===== config.mk =====
export PLATFORM = sky130hd
export DESIGN_NAME = seg7_scan_ctrl
export DESIGN_NICKNAME = d
export VERILOG_FILES = /design/src/rtl/seg7_scan_ctrl.sv
export SDC_FILE = /design/constraint.sdc
export NUM_CORES = 1
export LEC_CHECK = 0
export CELL_PAD_IN_SITES_DETAIL_PLACEMENT = 1
export CELL_PAD_IN_SITES_GLOBAL_PLACEMENT = 2
export CORE_MARGIN = 2
export CORE_UTILIZATION = 30
export CTS_CLUSTER_DIAMETER = 40
export DETAILED_ROUTE_END_ITERATION = 8
export PLACE_DENSITY = 0.8
export SLEW_MARGIN = 20
export SYNTH_ARGS = -nofsm -noshare
export SYNTH_HDL_FRONTEND = slang
export SYNTH_SLANG_ARGS = --single-unit

===== constraint.sdc =====
create_clock -name CLK -period 4.4 [get_ports CLK]
set_clock_uncertainty 0.15 [all_clocks]
set_input_delay 0.44 -clock CLK [delete_from_list [all_inputs] [get_ports CLK]]
set_output_delay 0.44 -clock CLK [all_outputs]
set_load 0.02 [all_outputs]

===== src/rtl/seg7_scan_ctrl.sv =====
// Multiplexed seven-segment scan controller with PWM brightness,
// leading-zero suppression and a per-frame snapshot of the display inputs.
module seg7_scan_ctrl #(
    parameter int N_DIGITS       = 8,
    parameter int SUB_DIV        = 6510,
    parameter int BRIGHT_W       = 4,
    parameter int AN_ACTIVE_LOW  = 1,
    parameter int SEG_ACTIVE_LOW = 1
) (
    input  logic                  CLK,
    input  logic                  reset,
    input  logic [4*N_DIGITS-1:0] data,
    input  logic [N_DIGITS-1:0]   dp,
    input  logic [N_DIGITS-1:0]   blank,
    input  logic                  lz_suppress,
    input  logic [BRIGHT_W-1:0]   brightness,
    output logic [6:0]            catodos,
    output logic                  dp_out,
    output logic [N_DIGITS-1:0]   anodos,
    output logic                  frame_tick
);

    localparam int SUB_W = (SUB_DIV > 1) ? $clog2(SUB_DIV) : 1;
    localparam int IDX_W = $clog2(N_DIGITS);
    localparam logic [SUB_W-1:0] SUB_LAST = SUB_W'(SUB_DIV - 1);
    localparam logic [IDX_W-1:0] IDX_LAST = IDX_W'(N_DIGITS - 1);
    localparam logic [BRIGHT_W-1:0] B_MAX = '1;
    localparam logic [6:0] SEG_OFF = (SEG_ACTIVE_LOW != 0) ? 7'h7F : 7'h00;
    localparam logic DP_OFF = (SEG_ACTIVE_LOW != 0);
    localparam logic [N_DIGITS-1:0] AN_OFF =
        (AN_ACTIVE_LOW != 0) ? '1 : '0;

    logic [SUB_W-1:0]      sub_q, sub_d;
    logic [BRIGHT_W-1:0]   phase_q, phase_d;
    logic [IDX_W-1:0]      idx_q, idx_d;
    logic [4*N_DIGITS-1:0] data_q, data_d;
    logic [N_DIGITS-1:0]   dp_q, dp_d;
    logic [N_DIGITS-1:0]   blank_q, blank_d;
    logic                  lz_q, lz_d;
    logic [BRIGHT_W-1:0]   bright_q, bright_d;
    logic [6:0]            catodos_q, catodos_d;
    logic                  dp_out_q, dp_out_d;
    logic [N_DIGITS-1:0]   anodos_q, anodos_d;
    logic                  frame_tick_q, frame_tick_d;

    logic                  snap;
    logic                  sub_wrap;
    logic                  phase_wrap;
    logic [N_DIGITS-1:0]   supp;
    logic                  zero_run;
    logic [3:0]            nib;
    logic                  pwm_on;
    logic                  an_on;
    logic                  seg_on;
    logic [6:0]            seg_hi;
    logic [N_DIGITS-1:0]   an_hot;

    function automatic logic [6:0] hex7(input logic [3:0] v);
        logic [6:0] s;
        unique case (v)
            4'h0: s = 7'h3F;
            4'h1: s = 7'h06;
            4'h2: s = 7'h5B;
            4'h3: s = 7'h4F;
            4'h4: s = 7'h66;
            4'h5: s = 7'h6D;
            4'h6: s = 7'h7D;
            4'h7: s = 7'h07;
            4'h8: s = 7'h7F;
            4'h9: s = 7'h6F;
            4'hA: s = 7'h77;
            4'hB: s = 7'h7C;
            4'hC: s = 7'h39;
            4'hD: s = 7'h5E;
            4'hE: s = 7'h79;
            default: s = 7'h71;
        endcase
        return s;
    endfunction

    always_comb begin
        sub_wrap   = (sub_q == SUB_LAST);
        phase_wrap = (phase_q == B_MAX);
        snap = (idx_q == '0) && (phase_q == '0) && (sub_q == '0);

        sub_d   = sub_wrap ? '0 : sub_q + 1'b1;
        phase_d = sub_wrap ? phase_q + 1'b1 : phase_q;
        idx_d   = idx_q;
        if (sub_wrap && phase_wrap) begin
            idx_d = (idx_q == IDX_LAST) ? '0 : idx_q + 1'b1;
        end

        // The snapshot cycle already displays digit 0 of the new frame,
        // so it decodes straight from the inputs being captured.
        data_d   = snap ? data        : data_q;
        dp_d     = snap ? dp          : dp_q;
        blank_d  = snap ? blank       : blank_q;
        lz_d     = snap ? lz_suppress : lz_q;
        bright_d = snap ? brightness  : bright_q;

        supp     = '0;
        zero_run = 1'b1;
        for (int i = N_DIGITS - 1; i >= 1; i--) begin
            zero_run = zero_run && (data_d[4*i +: 4] == 4'h0);
            supp[i]  = lz_d && zero_run;
        end

        nib    = data_d[4*int'(idx_q) +: 4];
        pwm_on = (bright_d == B_MAX) || (phase_q < bright_d);
        // A suppressed digit keeps its anode only to light its dp.
        an_on  = !blank_d[idx_q] && pwm_on && (!supp[idx_q] || dp_d[idx_q]);
        seg_on = an_on && !supp[idx_q];
        seg_hi = hex7(nib);
        an_hot = N_DIGITS'(1) << idx_q;

        anodos_d = AN_OFF;
        if (an_on) begin
            anodos_d = (AN_ACTIVE_LOW != 0) ? ~an_hot : an_hot;
        end
        catodos_d = SEG_OFF;
        if (seg_on) begin
            catodos_d = (SEG_ACTIVE_LOW != 0) ? ~seg_hi : seg_hi;
        end
        dp_out_d = DP_OFF;
        if (an_on && dp_d[idx_q]) begin
            dp_out_d = !DP_OFF;
        end
        frame_tick_d = snap;
    end

    always_ff @(posedge CLK) begin
        if (reset) begin
            sub_q        <= '0;
            phase_q      <= '0;
            idx_q        <= '0;
            data_q       <= '0;
            dp_q         <= '0;
            blank_q      <= '0;
            lz_q         <= 1'b0;
            bright_q     <= '0;
            catodos_q    <= SEG_OFF;
            dp_out_q     <= DP_OFF;
            anodos_q     <= AN_OFF;
            frame_tick_q <= 1'b0;
        end else begin
            sub_q        <= sub_d;
            phase_q      <= phase_d;
            idx_q        <= idx_d;
            data_q       <= data_d;
            dp_q         <= dp_d;
            blank_q      <= blank_d;
            lz_q         <= lz_d;
            bright_q     <= bright_d;
            catodos_q    <= catodos_d;
            dp_out_q     <= dp_out_d;
            anodos_q     <= anodos_d;
            frame_tick_q <= frame_tick_d;
        end
    end

    assign catodos    = catodos_q;
    assign dp_out     = dp_out_q;
    assign anodos     = anodos_q;
    assign frame_tick = frame_tick_q;

endmodule

==> results of run 1 <==
## layer usage
metal  part of all wire [%]  global-route usage, %
met2                     48                   30.5
met3                    4.8                   3.63
met5                      0                      0
met4                    2.1                   6.66
met1                     45                   22.6
## final timing paths
check,start,to,depth (start not counted)
setup / recovery,sub_q[0],catodos[3],12
hold / removal,data_q[1],data_q[1],2
setup reg to reg,sub_q[0],catodos[3],12
hold reg to reg,data_q[1],data_q[1],2
## cell usage after synthesis, types with 2 or more instances
cell	number
mux2_2	5
a21oi_1	48
and2_1	4
o221a_2	2
o21ai_1	7
dfxtp_1	90
nor2b_1	4
o21ai_0	12
nand4_1	13
a211oi_1	3
o41ai_1	2
or2_2	2
or3_1	5
and3_1	4
nor4_1	12
clkbuf_1	22
o211ai_1	4
ha_1	20
a31oi_1	3
or4b_1	2
nand2_1	57
xor2_1	10
nor2_1	44
inv_1	13
buf_2	2
o21a_1	5
mux4_2	14
nand3_1	34
xnor2_1	2
a211o_1	5
mux2i_1	22
buf_1	5
nor3_1	5
## area by class of cell
cell class | instances | area, µm² | area share (%)
flip-flops and latches | 90 | 1800 | 31.1
clock buffers | 11 | 233 | 4.02
inverters | 14 | 52.6 | 0.908
well taps | 188 | 235 | 4.06
clock inverters | 5 | 31.3 | 0.540
repair buffers | 85 | 811 | 14.0
multi-input cells | 375 | 2620 | 45.3
## logic make-up (layout without fill, tap and decap cells)
family	Yosys count	count (layout)	share of synthesized area [%]
multiplexers	41	41	12.9
XOR/XNOR	12	12	2.29
AND/OR/NAND/NOR	195	195	21.0
adder cells (fa/ha/maj)	20	20	5.45
buffers and inverters	43	115	3.57
flip-flops	90	90	39.3
AO/OA/AOI/OAI	107	107	15.6
## stage by stage
step | power, mW | instances | setup slack [ns]
2_1_floorplan | 1.24 | 508 | 0.165
3_3_place_gp | 1.42 | 752 | 0.510
3_5_place_dp | 1.43 | 752 | 0.337
4_1_cts | 2.15 | 768 | 0.314
5_1_grt | 2.24 | 768 | 0.0243
6_report | 2.12 | 768 | 0.303
## power breakdown
group | total [mW] | internal [mW] | leakage, nW | switching (mW)
clock network | 0.710 | 0.381 | 0.129 | 0.328
registers | 0.915 | 0.880 | 0.738 | 0.0350
logic | 0.500 | 0.231 | 1.31 | 0.269
## cell usage in the layout (no fill, tap or decap), types with 3 or more instances in the layout
master / synthesis / routed
a211o_1: 5 / 5
a211oi_1: 3 / 3
a21oi_1: 48 / 48
a31oi_1: 3 / 3
and2_1: 4 / 4
and3_1: 4 / 4
buf_4: 0 / 14
clkbuf_16: 0 / 9
clkdlybuf4s50_1: 0 / 70
clkinv_2: 0 / 3
dfxtp_1: 90 / 90
ha_1: 20 / 20
inv_1: 13 / 13
mux2_2: 5 / 5
mux2i_1: 22 / 22
mux4_2: 14 / 14
nand2_1: 57 / 57
nand3_1: 34 / 34
nand4_1: 13 / 13
nor2_1: 44 / 44
nor2b_1: 4 / 4
nor3_1: 5 / 5
nor4_1: 12 / 12
o211ai_1: 4 / 4
o21a_1: 5 / 5
o21ai_0: 12 / 12
o21ai_1: 7 / 7
or3_1: 5 / 5
xor2_1: 10 / 10
## sequential cells by signal (all words and copies together), names as in the netlist, 3 cells and up
| register | flops |
|---|---|
| sub_q | 13 |
| bright_q | 4 |
| anodos | 8 |
| dp_q | 8 |
| blank_q | 8 |
| catodos | 7 |
| phase_q | 4 |
| idx_q | 3 |
| data_q | 32 |
## worst max-delay path, stage by stage, from the launching register on
cell and delay, ns:
dfxtp_1 0.38, inv_1 0.08, ha_1 0.14, or4b_1 0.48, or4b_1 0.69, o21ai_0 0.26, a21oi_1 0.13, a2111oi_0 0.47
o21ai_1 0.27, inv_1 0.20, ha_1 0.27, mux4_2 0.45, nand2_1 0.07
==> flow_summary.json, run 1 <==
{
  "n_antenna_cell": 0,
  "period_share_pct": 93.1,
  "vias": 4132,
  "coreArea_um2": 15100,
  "synth_area_leaders": "dfxtp_1 39%, mux4_2 6.9%, ha_1 5.5%, a21oi_1 5.2%, mux2i_1 4.8%",
  "grt_max_degree": 52,
  "gp_congestion": 0.874,
  "outcome": "completed",
  "grt_pass1_wl_um": 22800,
  "power.density_nw_per_um2": 367,
  "ys_seq_elements": 90,
  "ys_types": 59,
  "wl_per_cell_um": 18.4,
  "clock-root-buffer": "clkbuf_16",
  "worstSetupEndpointType": "flip-flop",
  "dr.pass1.iters": 4,
  "rsz0062_at_grt": "no",
  "dp_hpwl_um": 10500,
  "arrival_ns": 4.23,
  "grt_use_total_pct": 18.0,
  "die_h_um": 128,
  "timing.slew.headroom_pct": 52.2,
  "maxCapViolCount": 0,
  "start_util_pct": 30.4,
  "crit_fanout": 9,
  "synthFlopType": "dfxtp_1",
  "die_w_um": 128,
  "syn_avg_cell_area_um2": 9.03,
  "synth_warnings": 0,
  "clk_pin_slew_ns": 0.06,
  "cts_tree": "built",
  "grt_pass1_vias": 4357,
  "grt_antenna_before_repair": 0,
  "peakVddDrop_mv": 0.199,
  "worst_slew_pin_slew_ns": 0.711,
  "power.leakage_nw": 2.18,
  "cts_htree_levels": 3,
  "cts.sinks": 90,
  "async_reset_ff_share_pct": 0,
  "place_area_um2": 5520,
  "final_area_um2": 5790,
  "hold_buffers": 0,
  "clk_path_buf_depth": 2,
  "postRouteAntennaNets": 0,
  "grt-ovfl-total": 0,
  "io_buffers": 71,
  "vias_per_cell": 5.38,
  "worstSetupPathType": "reg -> reg",
  "fp.dieArea_um2": 16300,
  "wirelength_um": 14100,
  "post_cts_buffers": 0,
  "worstHoldPathType": "reg -> reg",
  "drc": 0,
  "synth_area_um2": 4590,
  "drt_iter0_drc": 126,
  "rows": 45,
  "hold_viol_final": 0,
  "io_pins": 72,
  "hold-worst-slack_ns": 0.301,
  "period_minus_slack_ns": 4.10,
  "numCtsBuffers": 9,
  "final_nets": 650,
  "fmax_mhz": 244,
  "synth_edf_count": 0,
  "finalSetupViolations": 0,
  "clock_latency_ns": 0.35,
  "tns_ns": 0,
  "r2r_slack_ns": 0.30,
  "nFillCells": 1737,
  "synth.top_cell.area_share_pct": 39.3,
  "final_util_pct": 38.4,
  "post_cts_resized": 0,
  "yosysTopAreaCell": "dfxtp_1",
  "syn_to_final_growth_pct": 26.1,
  "slew_violations": 0,
  "synth-seq-area-share_pct": 39.3,
  "critPathRequiredTime_ns": 4.54,
  "drive_gt1_share_pct": 10.9,
  "cp-start-kind": "flip-flop",
  "syn_inst": 508,
  "synth_nets": 583
}
(Power assumes the default switching activity.)
==> run 2: changes to the inputs <==
--- a/config.mk
+++ b/config.mk
@@ -11,7 +11,7 @@
 export CORE_UTILIZATION = 30
 export CTS_CLUSTER_DIAMETER = 40
 export DETAILED_ROUTE_END_ITERATION = 8
-export PLACE_DENSITY = 0.8
+export PLACE_DENSITY_LB_ADDON = 0.1
 export SLEW_MARGIN = 20
 export SYNTH_ARGS = -nofsm -noshare
 export SYNTH_HDL_FRONTEND = slang
==> run 2 against run 1 <==
Register-to-register slack gained 0.08 ns; clock-buffer cell count grew 2; hold slack lost 0.0015 ns; cell count shrank 0.26%; critical endpoint unchanged.
==> flow_summary.json, run 2 (synthesized netlist as in run 1, its figures left out) <==
{
  "arrival_ns": 4.15,
  "netSwitchingPower_uw": 622,
  "crit_path_end": "catodos[3]",
  "die_h_um": 128,
  "rows": 45,
  "met2_usage_pct": 30.4,
  "dr.pass1.iters": 4,
  "grt_use_total_pct": 18.0,
  "clk_path_buf_depth": 2,
  "clock_latency_ns": 0.35,
  "io_pins": 72,
  "grt_pass1_wl_um": 22600,
  "drive_gt1_share_pct": 10.7,
  "power.density_nw_per_um2": 380,
  "comb_power_share_pct": 22.2,
  "maxCapViolCount": 0,
  "final_common_cell": "dfxtp_1",
  "cts_htree_levels": 3,
  "postRouteAntennaNets": 0,
  "grt_max_degree": 40,
  "timing.slew.headroom_pct": 54.1,
  "worst_slew_pin_slew_ns": 0.684,
  "post_cts_resized": 0,
  "place_area_um2": 5520,
  "post_cts_buffers": 0,
  "rsz0062_at_grt": "no",
  "worstHoldPathType": "reg -> reg",
  "period_share_pct": 91.3,
  "cp-start-kind": "flip-flop",
  "clkPwrFrac_pct": 36.5,
  "slew_violations": 0,
  "wirelength_um": 14100,
  "final_cell_mix": "90 x dfxtp_1, 70 x clkdlybuf4s50_1, 57 x nand2_1",
  "grt_antenna_before_repair": 0,
  "final_area_um2": 5820,
  "hold_viol_final": 0,
  "largest_reg_flops": 32,
  "vias": 4006,
  "p_sw_share_pct": 28.1,
  "hold_buffers": 0,
  "wl_per_cell_um": 18.4,
  "die_w_um": 128,
  "syn_to_final_growth_pct": 26.9,
  "drt_iter0_drc": 197,
  "n_antenna_cell": 0,
  "cts.sinks": 90,
  "numCtsBuffers": 9,
  "vias_per_cell": 5.23,
  "cts_tree": "built",
  "use_met3_pct": 2.80,
  "grt_pass1_vias": 4193,
  "reg.largest.list": "data_q: 32 flops, sub_q: 13 flops",
  "ff2ff_path_depth": 12,
  "busiest_layer": "met2",
  "coreArea_um2": 15100,
  "r2r_start": "sub_q[0]",
  "r2r_slack_ns": 0.38,
  "period_minus_slack_ns": 4.02,
  "finalSetupViolations": 0,
  "io_buffers": 71,
  "power.leakage_nw": 2.20,
  "intPower_mw": 1.59,
  "critPathRequiredTime_ns": 4.54,
  "outcome": "completed",
  "dp_hpwl_um": 10300,
  "seq_power_share_pct": 41.3,
  "worstSetupPathType": "reg -> reg",
  "startpoint": "sub_q[0]",
  "fmax_mhz": 249,
  "tns_ns": 0,
  "grt-ovfl-total": 0,
  "hold-worst-slack_ns": 0.300,
  "final_nets": 649,
  "r2r_end": "catodos[3]",
  "clock-root-buffer": "clkbuf_16",
  "start_util_pct": 30.4,
  "worstSetupEndpointType": "flip-flop",
  "crit_fanout": 9,
  "gp_congestion": 0.771,
  "nFillCells": 1765,
  "use_met1_pct": 23.2,
  "clk_pin_slew_ns": 0.06,
  "largest_register": "data_q",
  "fp.dieArea_um2": 16300,
  "drc": 0,
  "peakVddDrop_mv": 0.179
}
==> run 2: area by class of cell <==
cell class              instances  area [µm²]  area share, %
multi-input cells             375        2620           45.1
flip-flops and latches         90        1800           30.9
repair buffers                 84         803           13.8
clock buffers                  13         270           4.64
well taps                     188         235           4.04
inverters                      14        52.6          0.903
clock inverters                 2        35.0          0.602
==> run 2: how the worst min path moves through the flow <==
stage,start,end,slack [ns],depth (start not counted)
after floorplan,blank_q[0],blank_q[0],0.28,2
after global placement,dp_q[3],dp_q[3],0.29,2
after detailed placement,blank_q[0],blank_q[0],0.30,2
after CTS,blank_q[0],blank_q[0],0.31,2
after global routing,blank_q[3],blank_q[3],0.33,2
final,blank_q[4],blank_q[4],0.30,2
==> run 2: stage by stage <==
| stage | total power [mW] | util [%] | setup slack (ns) | cells |
|---|---|---|---|---|
| final | 2.21 | 38.6 | 0.384 | 766 |
| after global routing | 2.33 | 38.6 | 0.0712 | 766 |
| after CTS | 2.25 | 38.6 | 0.396 | 766 |
| after detailed placement | 1.43 | 36.6 | 0.402 | 751 |
| after global placement | 1.43 | 36.6 | 0.525 | 751 |
| after floorplan | 1.24 | - | 0.165 | 508 |
==> run 2: layer usage <==
layer | share of wire, % | vias to the layer above
li1 | - | 1983
met1 | 47 | 1943
met3 | 3.6 | 13
met2 | 48 | 67
met5 | 0 | -
met4 | 1.7 | 0
==> run 2: power groups by stage <==
stage                     Clock [mW]  Combinational, mW  Sequential, mW
after detailed placement           0              0.500           0.934
after CTS                      0.831              0.502           0.916
after floorplan                    0              0.303           0.942
after global placement             0              0.494           0.931
after global routing           0.865              0.543           0.922
final                          0.808              0.493           0.915
==> run 2: critical path, stage by stage (launching register included) <==
cell and delay (ns):
dfxtp_1 0.37, inv_1 0.08, ha_1 0.13, or4b_1 0.49, or4b_1 0.71, o21ai_0 0.28, a21oi_1 0.13, a2111oi_0 0.39
o21ai_1 0.25, inv_1 0.20, ha_1 0.27, mux4_2 0.45, nand2_1 0.08
